[config.mk]
export PLATFORM = sky130hd
export DESIGN_NAME = stb
export DESIGN_NICKNAME = d
export VERILOG_FILES = /design/src/rtl/smc_pkg.sv /design/src/rtl/stb_skid_buf.sv /design/src/rtl/stb.sv
export SDC_FILE = /design/constraint.sdc
export NUM_CORES = 1
export LEC_CHECK = 0
export CORE_AREA = 2 2 246 248
export CTS_CLUSTER_DIAMETER = 200
export CTS_CLUSTER_SIZE = 40
export DETAILED_ROUTE_END_ITERATION = 10
export DIE_AREA = 0 0 248 250
export DONT_BUFFER_PORTS = 1
export SKIP_CTS_REPAIR_TIMING = 1
export SLEW_MARGIN = 30
export SYNTH_ARGS = -nofsm -noshare
export SYNTH_HDL_FRONTEND = slang
export SYNTH_HIERARCHICAL = 1
export SYNTH_SLANG_ARGS = --single-unit
[constraint.sdc]
create_clock -name clk -period 18.7 [get_ports clk]
set_input_delay 0 -clock clk [delete_from_list [all_inputs] [get_ports clk]]
set_output_delay 0 -clock clk [all_outputs]
set_load 0.1 [all_outputs]
[src/rtl/smc_pkg.sv]
// Shared SMC definitions: instruction field positions, store-burst FSM
// states and beat byte-mask helpers.
package smc_pkg;

  // Instruction bus field positions (common to the load- and store-burst blocks).
  // The ur_id field [36:29] is carried on the bus but not consumed by stb.
  localparam int INS_VLD_BIT       = 127;
  localparam int INS_SMC_STRB_LO   = 121;
  localparam int INS_BYTE_STRB_HI  = 120;
  localparam int INS_BYTE_STRB_LO  = 117;
  localparam int INS_BURST_HI      = 116;
  localparam int INS_BURST_LO      = 101;
  localparam int INS_GR_HI         = 100;
  localparam int INS_GR_LO         = 37;
  localparam int INS_UR_ADDR_HI    = 28;
  localparam int INS_UR_ADDR_LO    = 18;

  localparam int BYTE_PER_BEAT     = 16;
  localparam int MAX_BEATS         = 256;

  typedef enum logic [2:0] {
    ST_IDLE  = 3'd0,
    ST_PARSE = 3'd1,
    ST_REQ   = 3'd2,
    ST_DATA  = 3'd3,
    ST_RESP  = 3'd4,
    ST_DONE  = 3'd5
  } stb_state_t;

  // Byte strobes of the final beat: 0 means a full beat, n keeps the low n bytes.
  function automatic logic [15:0] last_beat_mask(input logic [3:0] byte_strb);
    logic [15:0] m;
    if (byte_strb == 4'd0) m = 16'hFFFF;
    else                   m = (16'h1 << byte_strb) - 16'h1;
    return m;
  endfunction

  // Widen a byte strobe into a bit mask over the 128-bit beat.
  function automatic logic [127:0] expand_strb(input logic [15:0] strb);
    logic [127:0] m;
    for (int b = 0; b < BYTE_PER_BEAT; b++) m[b*8 +: 8] = {8{strb[b]}};
    return m;
  endfunction

endpackage

[src/rtl/stb_skid_buf.sv]
// Two-entry FIFO holding write beats {data, strb, last} between the UR read
// port and the AXI write-data channel. The caller never pushes when full
// nor pops when empty.
module stb_skid_buf #(
  parameter int W = 145
) (
  input  logic         clk,
  input  logic         rst,
  input  logic         push,
  input  logic [W-1:0] push_data,
  input  logic         pop,
  output logic [W-1:0] head_data,
  output logic         head_valid,
  output logic [1:0]   count
);

  logic [W-1:0] mem_q [2];
  logic [W-1:0] mem_d [2];
  logic         wr_ptr_q, wr_ptr_d;
  logic         rd_ptr_q, rd_ptr_d;
  logic [1:0]   count_q, count_d;

  // Next-state of storage, pointers and occupancy.
  always_comb begin
    mem_d    = mem_q;
    wr_ptr_d = wr_ptr_q ^ push;
    rd_ptr_d = rd_ptr_q ^ pop;
    count_d  = count_q + {1'b0, push} - {1'b0, pop};
    if (push) mem_d[wr_ptr_q] = push_data;
  end

  // Storage and pointer registers.
  always_ff @(posedge clk or posedge rst) begin
    if (rst) begin
      mem_q[0] <= '0;
      mem_q[1] <= '0;
      wr_ptr_q <= 1'b0;
      rd_ptr_q <= 1'b0;
      count_q  <= 2'd0;
    end else begin
      mem_q    <= mem_d;
      wr_ptr_q <= wr_ptr_d;
      rd_ptr_q <= rd_ptr_d;
      count_q  <= count_d;
    end
  end

  assign head_data  = mem_q[rd_ptr_q];
  assign head_valid = (count_q != 2'd0);
  assign count      = count_q;

endmodule

[src/rtl/stb.sv]
// Store-burst engine: reads consecutive UR entries and writes them to global
// memory as one AXI write burst, reporting success/error on crd_stb_o.
//
// Handshakes: a transfer on the wreq and wdata channels happens in a cycle
// where valid && ready are both high; valid, and everything it qualifies,
// holds stable until that cycle and never depends on ready.
module stb
  import smc_pkg::*;
#(
  parameter int param_ur_byte_cnt = 16,
  parameter int ur_addr_w         = 11,
  parameter int gr_addr_w         = 64,
  parameter int brst_w            = 16
) (
  input  logic                           clk,
  input  logic                           rst,
  input  logic [127:0]                   cru_stb_i,
  output logic [127:0]                   cru_stb_o,
  output logic [1:0]                     crd_stb_o,
  output logic                           ur_re,
  output logic [ur_addr_w-1:0]           ur_raddr,
  input  logic [param_ur_byte_cnt*8-1:0] ur_rdata,
  output logic                           axi_wreq_valid,
  input  logic                           axi_wreq_ready,
  output logic [gr_addr_w-1:0]           axi_wreq_addr,
  output logic [8:0]                     axi_wreq_len,
  output logic                           axi_wdata_valid,
  input  logic                           axi_wdata_ready,
  output logic [127:0]                   axi_wdata,
  output logic [15:0]                    axi_wstrb,
  output logic                           axi_wdata_last,
  input  logic                           axi_wresp_done,
  input  logic                           axi_wresp_err,
  output stb_state_t                     dbg_state
);

  localparam int BUF_W = 128 + BYTE_PER_BEAT + 1;

  stb_state_t             state_q, state_d;
  logic [brst_w-1:0]      beats_q, beats_d;
  logic [brst_w-1:0]      rd_cnt_q, rd_cnt_d;
  logic [ur_addr_w-1:0]   rd_addr_q, rd_addr_d;
  logic [15:0]            mask_q, mask_d;
  logic                   inflight_q, inflight_d;
  logic                   inflight_last_q, inflight_last_d;
  logic                   done_seen_q, done_seen_d;
  logic                   err_q, err_d;
  logic [1:0]             crd_q, crd_d;
  logic                   wreq_valid_q, wreq_valid_d;
  logic [gr_addr_w-1:0]   wreq_addr_q, wreq_addr_d;
  logic [8:0]             wreq_len_q, wreq_len_d;

  // Instruction decode.
  logic [brst_w-1:0]    f_burst, beats_dec;
  logic [63:0]          f_gr;
  logic [ur_addr_w-1:0] f_ur_addr;
  logic [3:0]           f_byte_strb;
  logic [gr_addr_w-1:0] addr_dec;

  assign f_burst     = cru_stb_i[INS_BURST_HI:INS_BURST_LO];
  assign f_gr        = cru_stb_i[INS_GR_HI:INS_GR_LO];
  assign f_ur_addr   = cru_stb_i[INS_UR_ADDR_HI:INS_UR_ADDR_LO];
  assign f_byte_strb = cru_stb_i[INS_BYTE_STRB_HI:INS_BYTE_STRB_LO];
  assign beats_dec   = (f_burst == '0) ? brst_w'(1) : f_burst;
  assign addr_dec    = gr_addr_w'({f_gr, 4'b0000});

  // Skid buffer and read throttle.
  logic [BUF_W-1:0] push_word, head_word;
  logic             head_valid, wdata_fire, rd_last;
  logic [1:0]       buf_count;
  logic [2:0]       occ_after;
  logic [15:0]      push_strb;

  stb_skid_buf #(.W(BUF_W)) u_skid (
    .clk        (clk),
    .rst        (rst),
    .push       (inflight_q),
    .push_data  (push_word),
    .pop        (wdata_fire),
    .head_data  (head_word),
    .head_valid (head_valid),
    .count      (buf_count)
  );

  assign axi_wdata_valid = head_valid && (state_q == ST_DATA);
  assign wdata_fire      = axi_wdata_valid && axi_wdata_ready;
  assign axi_wdata       = axi_wdata_valid ? head_word[BUF_W-1:17] : '0;
  assign axi_wstrb       = axi_wdata_valid ? head_word[16:1] : '0;
  assign axi_wdata_last  = axi_wdata_valid && head_word[0];

  // Occupancy the buffer will have once this cycle's pop and in-flight read
  // land; a new read is only allowed when that leaves room for it.
  assign occ_after = {1'b0, buf_count} + {2'b00, inflight_q} - {2'b00, wdata_fire};
  assign ur_re     = ((state_q == ST_REQ) || (state_q == ST_DATA)) &&
                     (rd_cnt_q != beats_q) && (occ_after < 3'd2);
  assign ur_raddr  = rd_addr_q;
  assign rd_last   = (rd_cnt_q == beats_q - brst_w'(1));

  assign push_strb = inflight_last_q ? mask_q : 16'hFFFF;
  assign push_word = {ur_rdata & expand_strb(push_strb), push_strb, inflight_last_q};

  assign cru_stb_o      = cru_stb_i;
  assign crd_stb_o      = crd_q;
  assign axi_wreq_valid = wreq_valid_q;
  assign axi_wreq_addr  = wreq_addr_q;
  assign axi_wreq_len   = wreq_len_q;
  assign dbg_state      = state_q;

  // FSM next-state, read sequencing, early-response capture and registered outputs.
  always_comb begin
    state_d         = state_q;
    beats_d         = beats_q;
    rd_cnt_d        = rd_cnt_q;
    rd_addr_d       = rd_addr_q;
    mask_d          = mask_q;
    inflight_d      = ur_re;
    inflight_last_d = ur_re && rd_last;
    done_seen_d     = done_seen_q;
    err_d           = err_q;
    wreq_addr_d     = wreq_addr_q;
    wreq_len_d      = wreq_len_q;

    if (ur_re) begin
      rd_cnt_d  = rd_cnt_q + brst_w'(1);
      rd_addr_d = rd_addr_q + ur_addr_w'(1);
    end

    // A response can overtake the last beat; remember it for RESP.
    if (((state_q == ST_REQ) || (state_q == ST_DATA)) && axi_wresp_done) begin
      done_seen_d = 1'b1;
      err_d       = axi_wresp_err;
    end

    case (state_q)
      ST_IDLE: if (cru_stb_i[INS_VLD_BIT]) state_d = ST_PARSE;
      ST_PARSE: begin
        beats_d     = beats_dec;
        rd_cnt_d    = '0;
        rd_addr_d   = f_ur_addr;
        mask_d      = last_beat_mask(f_byte_strb);
        done_seen_d = 1'b0;
        err_d       = 1'b0;
        wreq_addr_d = addr_dec;
        wreq_len_d  = beats_dec[8:0];
        if (!cru_stb_i[INS_SMC_STRB_LO]) begin
          state_d = ST_DONE;
        end else if (beats_dec > brst_w'(MAX_BEATS)) begin
          state_d = ST_DONE;
          err_d   = 1'b1;
        end else begin
          state_d = ST_REQ;
        end
      end
      ST_REQ:  if (axi_wreq_ready) state_d = ST_DATA;
      ST_DATA: if (wdata_fire && head_word[0]) state_d = ST_RESP;
      ST_RESP: begin
        if (done_seen_q) begin
          state_d = ST_DONE;
        end else if (axi_wresp_done) begin
          state_d = ST_DONE;
          err_d   = axi_wresp_err;
        end
      end
      ST_DONE: state_d = ST_IDLE;
      default: state_d = ST_IDLE;
    endcase

    wreq_valid_d = (state_d == ST_REQ);
    crd_d        = (state_d == ST_DONE) ? {1'b1, ~err_d} : 2'b00;
  end

  // State and registered outputs; reset aborts any operation silently.
  always_ff @(posedge clk or posedge rst) begin
    if (rst) begin
      state_q         <= ST_IDLE;
      beats_q         <= '0;
      rd_cnt_q        <= '0;
      rd_addr_q       <= '0;
      mask_q          <= '0;
      inflight_q      <= 1'b0;
      inflight_last_q <= 1'b0;
      done_seen_q     <= 1'b0;
      err_q           <= 1'b0;
      crd_q           <= 2'b00;
      wreq_valid_q    <= 1'b0;
      wreq_addr_q     <= '0;
      wreq_len_q      <= '0;
    end else begin
      state_q         <= state_d;
      beats_q         <= beats_d;
      rd_cnt_q        <= rd_cnt_d;
      rd_addr_q       <= rd_addr_d;
      mask_q          <= mask_d;
      inflight_q      <= inflight_d;
      inflight_last_q <= inflight_last_d;
      done_seen_q     <= done_seen_d;
      err_q           <= err_d;
      crd_q           <= crd_d;
      wreq_valid_q    <= wreq_valid_d;
      wreq_addr_q     <= wreq_addr_d;
      wreq_len_q      <= wreq_len_d;
    end
  end

endmodule

==> results of run 1 <==
[power by group]
group | internal [mW] | total, mW | switching [mW] | leakage [nW]
Sequential | 1.04 | 1.77 | 0.733 | 5.68
Combinational | 0.242 | 0.602 | 0.360 | 5.70
Clock | 0.151 | 0.437 | 0.286 | 0.197
Total | 1.43 | 2.81 | 1.38 | 11.6
[registers in the layout, summed over array words and instances, names as in the netlist, 2 cells and up]
name / cells
axi_wreq_addr: 60
dbg_state: 3
ur_raddr: 11
beats_q: 16
u_skid/mem_q: 290
crd_stb_o: 2
rd_cnt_q: 16
u_skid/count: 2
mask_q: 16
[layer usage]
| metal | up-vias | share of wire |
|---|---|---|
| met5 | - | 0.00060 |
| met4 | 6 | 0.031 |
| met3 | 104 | 0.062 |
| met2 | 539 | 0.50 |
| met1 | 7255 | 0.41 |
| li1 | 6487 | - |
[cell families after synthesis]
kind of cell	count (synthesis)	synth area share
buf+inv	283	0.0805
simple gates	684	0.159
fa+ha+maj	10	0.00591
flops	423	0.471
mux	444	0.239
compound gates	101	0.0295
other cells	1	0.000167
xor+xnor	35	0.0147
[per-stage QoR]
stage	instances	power, mW	hold WS [ps]	cell area (um2)
after global routing	2786	2.94	0.107	24800
after global placement	2523	2.31	-7.36	21900
after floorplan	1984	2.32	105	22500
after detailed placement	2524	2.33	-5.34	22000
after CTS	2542	2.77	-631	22400
final	2789	2.81	0.0391	24800
[worst reg2reg max path: cells and delay by family (launching register included)]
| family | cells | cell delay, ps |
|---|---|---|
| simple gates | 5 | 1200 |
| buf+inv | 3 | 1160 |
| flops | 1 | 800 |
| compound gates | 3 | 800 |
| fa+ha+maj | 2 | 650 |
| xor+xnor | 1 | 160 |
[how the worst max path moves through the flow]
| stage | endpoint | slack (ps) | cells past startpoint |
|---|---|---|---|
| after floorplan | u_skid/count[0] | 10580 | 1 |
| after global routing | ur_re | 13340 | 12 |
| after CTS | ur_re | 13340 | 12 |
| after detailed placement | rd_cnt_q[14] | 13520 | 14 |
| after global placement | rd_cnt_q[14] | 13240 | 14 |
| final | ur_re | 13710 | 12 |
[final cells by class]
cell class | count | share of cell area
multi-input combinational | 1278 | 0.408
sequential | 423 | 0.427
timing repair buffer | 257 | 0.104
antenna | 13 | 0.00131
clock buffer | 17 | 0.0154
clock inverter | 1 | 0.000807
tap | 782 | 0.0394
inverter | 18 | 0.00343
[cells in the final DEF, fill, tap and decap left out, drive strengths merged, types with 5 or more instances in the layout]
cell type and n:
a21oi 22, xor2 9, or4 7, buf 24, nand4 9, inv 18, dfrtp 423, and2 276
nand2 245, nand2b 28, nand3 19, nor4 9, nor2b 6, o21ai 25, o31ai 5, nor2 48
mux2 436, clkbuf 17, a31oi 11, mux2i 8, a22oi 5, dlygate4sd3 233, diode 13, a22o 8
nor3 15, ha 9, xnor2 25
==> metrics.yaml, run 1 <==
status: "completed"
slew_headroom: 0.301
wire_per_inst_um: 21.6
holdPathEnd: "cru_stb_o[47]"
leakage_nw: 11.6
met1_usage: 0.214
multi_input_area_um2: 10100
crit_buf_inv: 3
seqCellArea_um2: 10600
synth_top_cell_area_share: 0.471
drt-initial-drc-count: 892
final.setup.tns_ps: 0
maxCapViolCount: 0
wl_mm: 60.3
endpoint_kind: "output port"
h-tree-depth: 1
initial_core_util: 0.377
fp.dieH_um: 250
ys_ff_latch: 423
regToRegSetupSlack_ps: 13830
r2r_cells: 14
fin_skew_ps: 28.7
via_per_inst: 5.16
setup_ws_ps: 13710
setup_viol: 0
r2r-start: "dbg_state[0]"
period_share: 0.267
dieArea_um2: 62000
min_path_cells: 0
worstPathRequired_ps: 18700
drv_slew: 0
grtUsageMet2: 0.313
crit_fanout: 100
dp_hpwl_mm: 40.9
port_buffers: 0
synthMostInstantiatedCell: "dfrtp_1"
p_per_area_nw_per_um2: 113
fmax_mhz: 200
syn_area_um2: 22500
synth_async_sr_flop_share: 1.00
synth_area_leaders: "dfrtp_1 (47%), mux2_2 (17%), and2_1 (7.7%), mux2_4 (6.7%), buf_4 (5.2%)"
antenna_found_initial: 23
fin_crit_ps: 4990
cts.sinks: 423
synth_edf_count: 0
cp-start-kind: "register"
ys_warn_count: 6
avgSynthCellArea_um2: 11.3
worst_path_max_delay_cell: "dfrtp_2"
row_count: 90
irDropWorstVdd_uv: 126
tightest_slew_ps: 1060
cpPeakStageDelay_ps: 800
cp-startpoint: "dbg_state[0]"
path_cells: "nand2b_1, nor2_4, buf_6, and2_1, ha_1, nand2b_1, fa_1, xnor2_1, nand3_1, a21o_1, inv_1, buf_4"
firstDrtPassIters: 5
synth_common_cells: "dfrtp_1 (423), mux2_2 (336), and2_1 (276), nand2_1 (244), buf_4 (156)"
fillCellCount: 5523
fin_nets: 2264
io_pins: 627
drc: 0
seq_area_frac_synth: 0.471
clock_latency_ps: 560
grt_use_met3: 0.0413
hold_viol: 0
top_usage_layer: "met2"
post-synth-top-area-cell: "dfrtp_1"
min_path_type: "primary input to output port"
cts_tree: "yes"
synthToLayoutAreaGrowth_pct: 10.5
gp_congestion: 0.872
grt_pass1_vias: 13800
cpMostUsedCell: "nand2b_1"
ys_types: 61
numCtsBuffers: 14
syn_inst: 1981
dp_slack_ps: 13520
clock_tree.buffer_depth: 3
clk_pin_slew_ps: 150
die_w_um: 248
path_class: "register to output port"
grt_setup_unrepaired: "false"
arrival_ps: 4990
synthFlopType: "dfrtp_1"
drive_above_1_share: 0.257
post-route-util: 0.416
via_count: 14400
critPathTopFamily: "simple AND/OR/NAND/NOR gates"
final_antenna_net_count: 0
grt_pass1_wl_mm: 85.6
grt_use_total: 0.178
core_area_um2: 59600
grt_overflow_total: 0
rr_endpoint: "rd_cnt_q[14]"
clock-root-buffer: "clkbuf_16"
grt_max_degree: 171
hp-start: "cru_stb_i[47]"
Power figures use the tool's default switching activity.
==> run 2: changes to the inputs <==
ABC_AREA = 1   (was unset)
CORE_AREA = 2 2 241 243   (was 2 2 246 248)
DIE_AREA = 0 0 243 245   (was 0 0 248 250)
clock period = 4.1 ns   (was 18.7 ns; I/O delays follow)
==> run 2 against run 1 <==
Effect of this change: the run now ends with hold timing left; sequential cell count did not move; area after synthesis rose by 2.3%; final cell count rose by 49%; setup slack got worse by 13000 ps; count of clock-buffer cells in the layout fell by 1; non-clock buffer count rose by 157; combinational power rose to 5.5 times the previous value; largest cell class unchanged; highest routed layer unchanged.
==> metrics.yaml, run 2 <==
path_class: "register to output port"  # unchanged
dp_slack_ps: 883  # was 13520 ps
wl_mm: 65.7  # was 60.3 mm
fin_skew_ps: 21.0  # was 28.7 ps
ys_warn_count: 6  # unchanged
grt_pass1_wl_mm: 96.3  # was 85.6 mm
worst_path_max_delay_cell: "buf_4"  # was dfrtp_2
port_buffers: 0  # unchanged
min_path_type: "primary input to register"  # was primary input to output port
synth_common_cells: "nand2_1 (838), inv_1 (654), dfrtp_1 (423), nor2_1 (364), o21ai_0 (338)"  # was dfrtp_1 (423), mux2_2 (336), and2_1 (276), nand2_1 (244), buf_4 (156)
r2r_cells: 9  # was 14
initial_core_util: 0.403  # was 0.377
cpMostUsedCell: "inv_1"  # was nand2b_1
seq_area_frac_synth: 0.461  # was 0.471
drt-initial-drc-count: 1176  # was 892
die_w_um: 243  # was 248 um
clock_latency_ps: 560  # about the same
grt_use_total: 0.204  # was 0.178
worst-path-stages: 13  # was 12
drive_above_1_share: 0.119  # was 0.257
largest_register_ff_count: 290  # unchanged
crit_fanout: 13  # was 100
synth_top_cell_area_share: 0.461  # was 0.471
endpoint_kind: "output port"  # unchanged
syn_inst: 3214  # was 1981
setup_viol: 0  # unchanged
critPathTopFamily: "simple AND/OR/NAND/NOR gates"  # unchanged
irDropWorstVdd_uv: 815  # was 126 uV
slew_headroom: 0.303  # was 0.301
final.setup.tns_ps: 0  # unchanged
ys_ff_latch: 423  # unchanged
avgSynthCellArea_um2: 7.14  # was 11.3 um2
synthMostInstantiatedCell: "nand2_1"  # was dfrtp_1
firstDrtPassIters: 5  # unchanged
dpl.cell_count: 3883  # was 2524
h-tree-depth: 1  # unchanged
cpPeakStageDelay_ps: 390  # was 800 ps
min_path_cells: 6  # was 0
final_common_cell: "nand2_1"  # was dfrtp_1
period_share: 0.901
final_antenna_net_count: 0  # unchanged
regMostFlops: "u_skid/mem_q"  # unchanged
dieArea_um2: 59500  # was 62000 um2
synth_async_sr_flop_share: 1.00  # unchanged
grt_max_degree: 114  # was 171
holdWs_ps: -36.7  # was 0.0391 ps
fin_nets: 3636  # was 2264
via_count: 19300  # was 14400
post-synth-top-area-cell: "dfrtp_1"  # unchanged
syn_area_um2: 23000  # was 22500 um2
drv_slew: 0  # unchanged
r2r-start: "dbg_state[0]"  # unchanged
worstPathRequired_ps: 4100  # was 18700 ps
grt_overflow_total: 0  # unchanged
hold_viol: 1  # was 0
synthFlopType: "dfrtp_1"  # unchanged
post-route-util: 0.469  # was 0.416
fillCellCount: 5696  # was 5523
regToRegSetupSlack_ps: 800  # was 13830 ps
core_area_um2: 57000  # was 59600 um2
numCtsBuffers: 14  # unchanged
grt_setup_unrepaired: "false"  # unchanged
maxCapViolCount: 0  # unchanged
final_area_um2: 26700  # was 24800 um2
io_pins: 627  # unchanged
placed_cell_area_um2: 24000  # was 22000 um2
row_count: 88  # was 90
leakage_nw: 14.4  # was 11.6 nW
clock_tree.buffer_depth: 3  # unchanged
status: "finished, violations left"  # was completed
fin_crit_ps: 3690
wire_per_inst_um: 15.8  # was 21.6 um
synth_edf_count: 0  # unchanged
setup_ws_ps: 408  # was 13710 ps
failed_checks: "hold timing"
tightest_slew_ps: 1050  # was 1060 ps
ys_types: 39  # was 61
via_per_inst: 4.65  # was 5.16
cts.sinks: 423  # unchanged
dp_hpwl_mm: 45.6  # was 40.9 mm
drc: 0  # unchanged
p_per_area_nw_per_um2: 497  # was 113 nW/um2
synthToLayoutAreaGrowth_pct: 16.4  # was 10.5%
clk_pin_slew_ps: 160  # was 150 ps
gp_congestion: 0.907  # was 0.872
arrival_ps: 3690  # was 4990 ps
path_cells: "inv_1, nor2_2, nand3_4, nor2_1, ha_1, inv_1, nand2_1, fa_1, xor2_1, nor2_1, nand2_4, inv_1, buf_4"  # was nand2b_1, nor2_4, buf_6, and2_1, ha_1, nand2b_1, fa_1, xnor2_1, nand3_1, a21o_1, inv_1, buf_4
clock-root-buffer: "clkbuf_16"  # unchanged
fp.dieH_um: 245  # was 250 um
stdcell_count: 4150  # was 2789
final_cell_mix: "nand2_1 (838), inv_1 (652), dfrtp_1 (414)"  # was dfrtp_1 (414), mux2_2 (336), and2_1 (267)
synth_area_leaders: "dfrtp_1 (46%), nand2_1 (14%), inv_1 (11%), o21ai_0 (7.4%), nor2_1 (6.0%)"  # was dfrtp_1 (47%), mux2_2 (17%), and2_1 (7.7%), mux2_4 (6.7%), buf_4 (5.2%)
cp-startpoint: "dbg_state[1]"  # was dbg_state[0]
antenna_found_initial: 21  # was 23
grt_pass1_vias: 16700  # was 13800
cp-endpoint: "ur_re"  # unchanged
fmax_mhz: 271
cp-start-kind: "register"  # unchanged
cts_tree: "yes"  # unchanged
rr_endpoint: "crd_stb_o[0]"  # was rd_cnt_q[14]
crit_buf_inv: 4  # was 3
[run 2: cell types whose count changed after synthesis, moves of 25 or more]
cell / delta
and2_1: -276
inv_1: +636
nand2_1: +594
mux2_2: -336
o21ai_1: +140
buf_2: +45
nand3_1: +25
o21ai_0: +313
nor2_1: +317
mux2_4: -100
nand2b_1: -28
[run 2: worst min-delay path by stage]
stage / end / start / slack [ps]
2_1_floorplan: axi_wreq_addr[10] / cru_stb_i[43] / 120
3_3_place_gp: cru_stb_o[0] / cru_stb_i[0] / 0.7
3_5_place_dp: cru_stb_o[0] / cru_stb_i[0] / 0.7
4_1_cts: beats_q[13] / rst / -610
5_1_grt: cru_stb_o[102] / cru_stb_i[102] / 0.09
6_report: beats_q[0] / cru_stb_i[112] / -40
[run 2: cell families after synthesis]
group | count (synthesis) | share of synthesized area
buffers and inverters | 952 | 0.191
xor gates and xnor gates | 15 | 0.00572
and+or+nand+nor | 1299 | 0.221
DFF | 423 | 0.461
other | 1 | 0.000163
adders and majority gates | 10 | 0.00578
AOI/OAI and AO/OA | 514 | 0.116
[run 2: final cells by class]
type / count / area [um2] / area share
inverters: 669 / 2520 / 0.0944
clock inverters: 1 / 20.0 / 0.000749
well taps: 765 / 957 / 0.0358
repair buffers: 414 / 3790 / 0.142
diodes: 20 / 50.0 / 0.00187
clock buffers: 16 / 379 / 0.0142
flip-flops and latches: 423 / 10600 / 0.396
multi-input cells: 1842 / 8420 / 0.315
[run 2: power breakdown]
| part | switching [mW] | internal [mW] | total, mW |
|---|---|---|---|
| Combinational | 2.30 | 1.02 | 3.32 |
| Clock | 1.32 | 0.685 | 2.01 |
| Sequential | 3.09 | 4.87 | 7.96 |
[run 2: layer usage]
layer,share of wire,wire length [um],global-route usage
met5,0.00065,43,0
met4,0.040,2660,0.0720
met2,0.49,32200,0.346
met3,0.054,3570,0.0375
met1,0.42,27300,0.261
[run 2: per-stage QoR]
step	hold WS, ps	power (mW)
5_1_grt	0.0925	14.0
6_report	-36.7	13.3
3_3_place_gp	0.681	11.1
4_1_cts	-615	13.2
3_5_place_dp	0.681	11.1
2_1_floorplan	118	10.9
[run 2: worst register-to-register path, cell delays in order, from the launching register on]
cell and delay, ps:
dfrtp_1 420, buf_4 360, inv_1 140, nor3_4 160, buf_4 580, buf_4 610
nand3_1 160, a21oi_1 150, dlygate4sd3_1 590, nor2_1 60
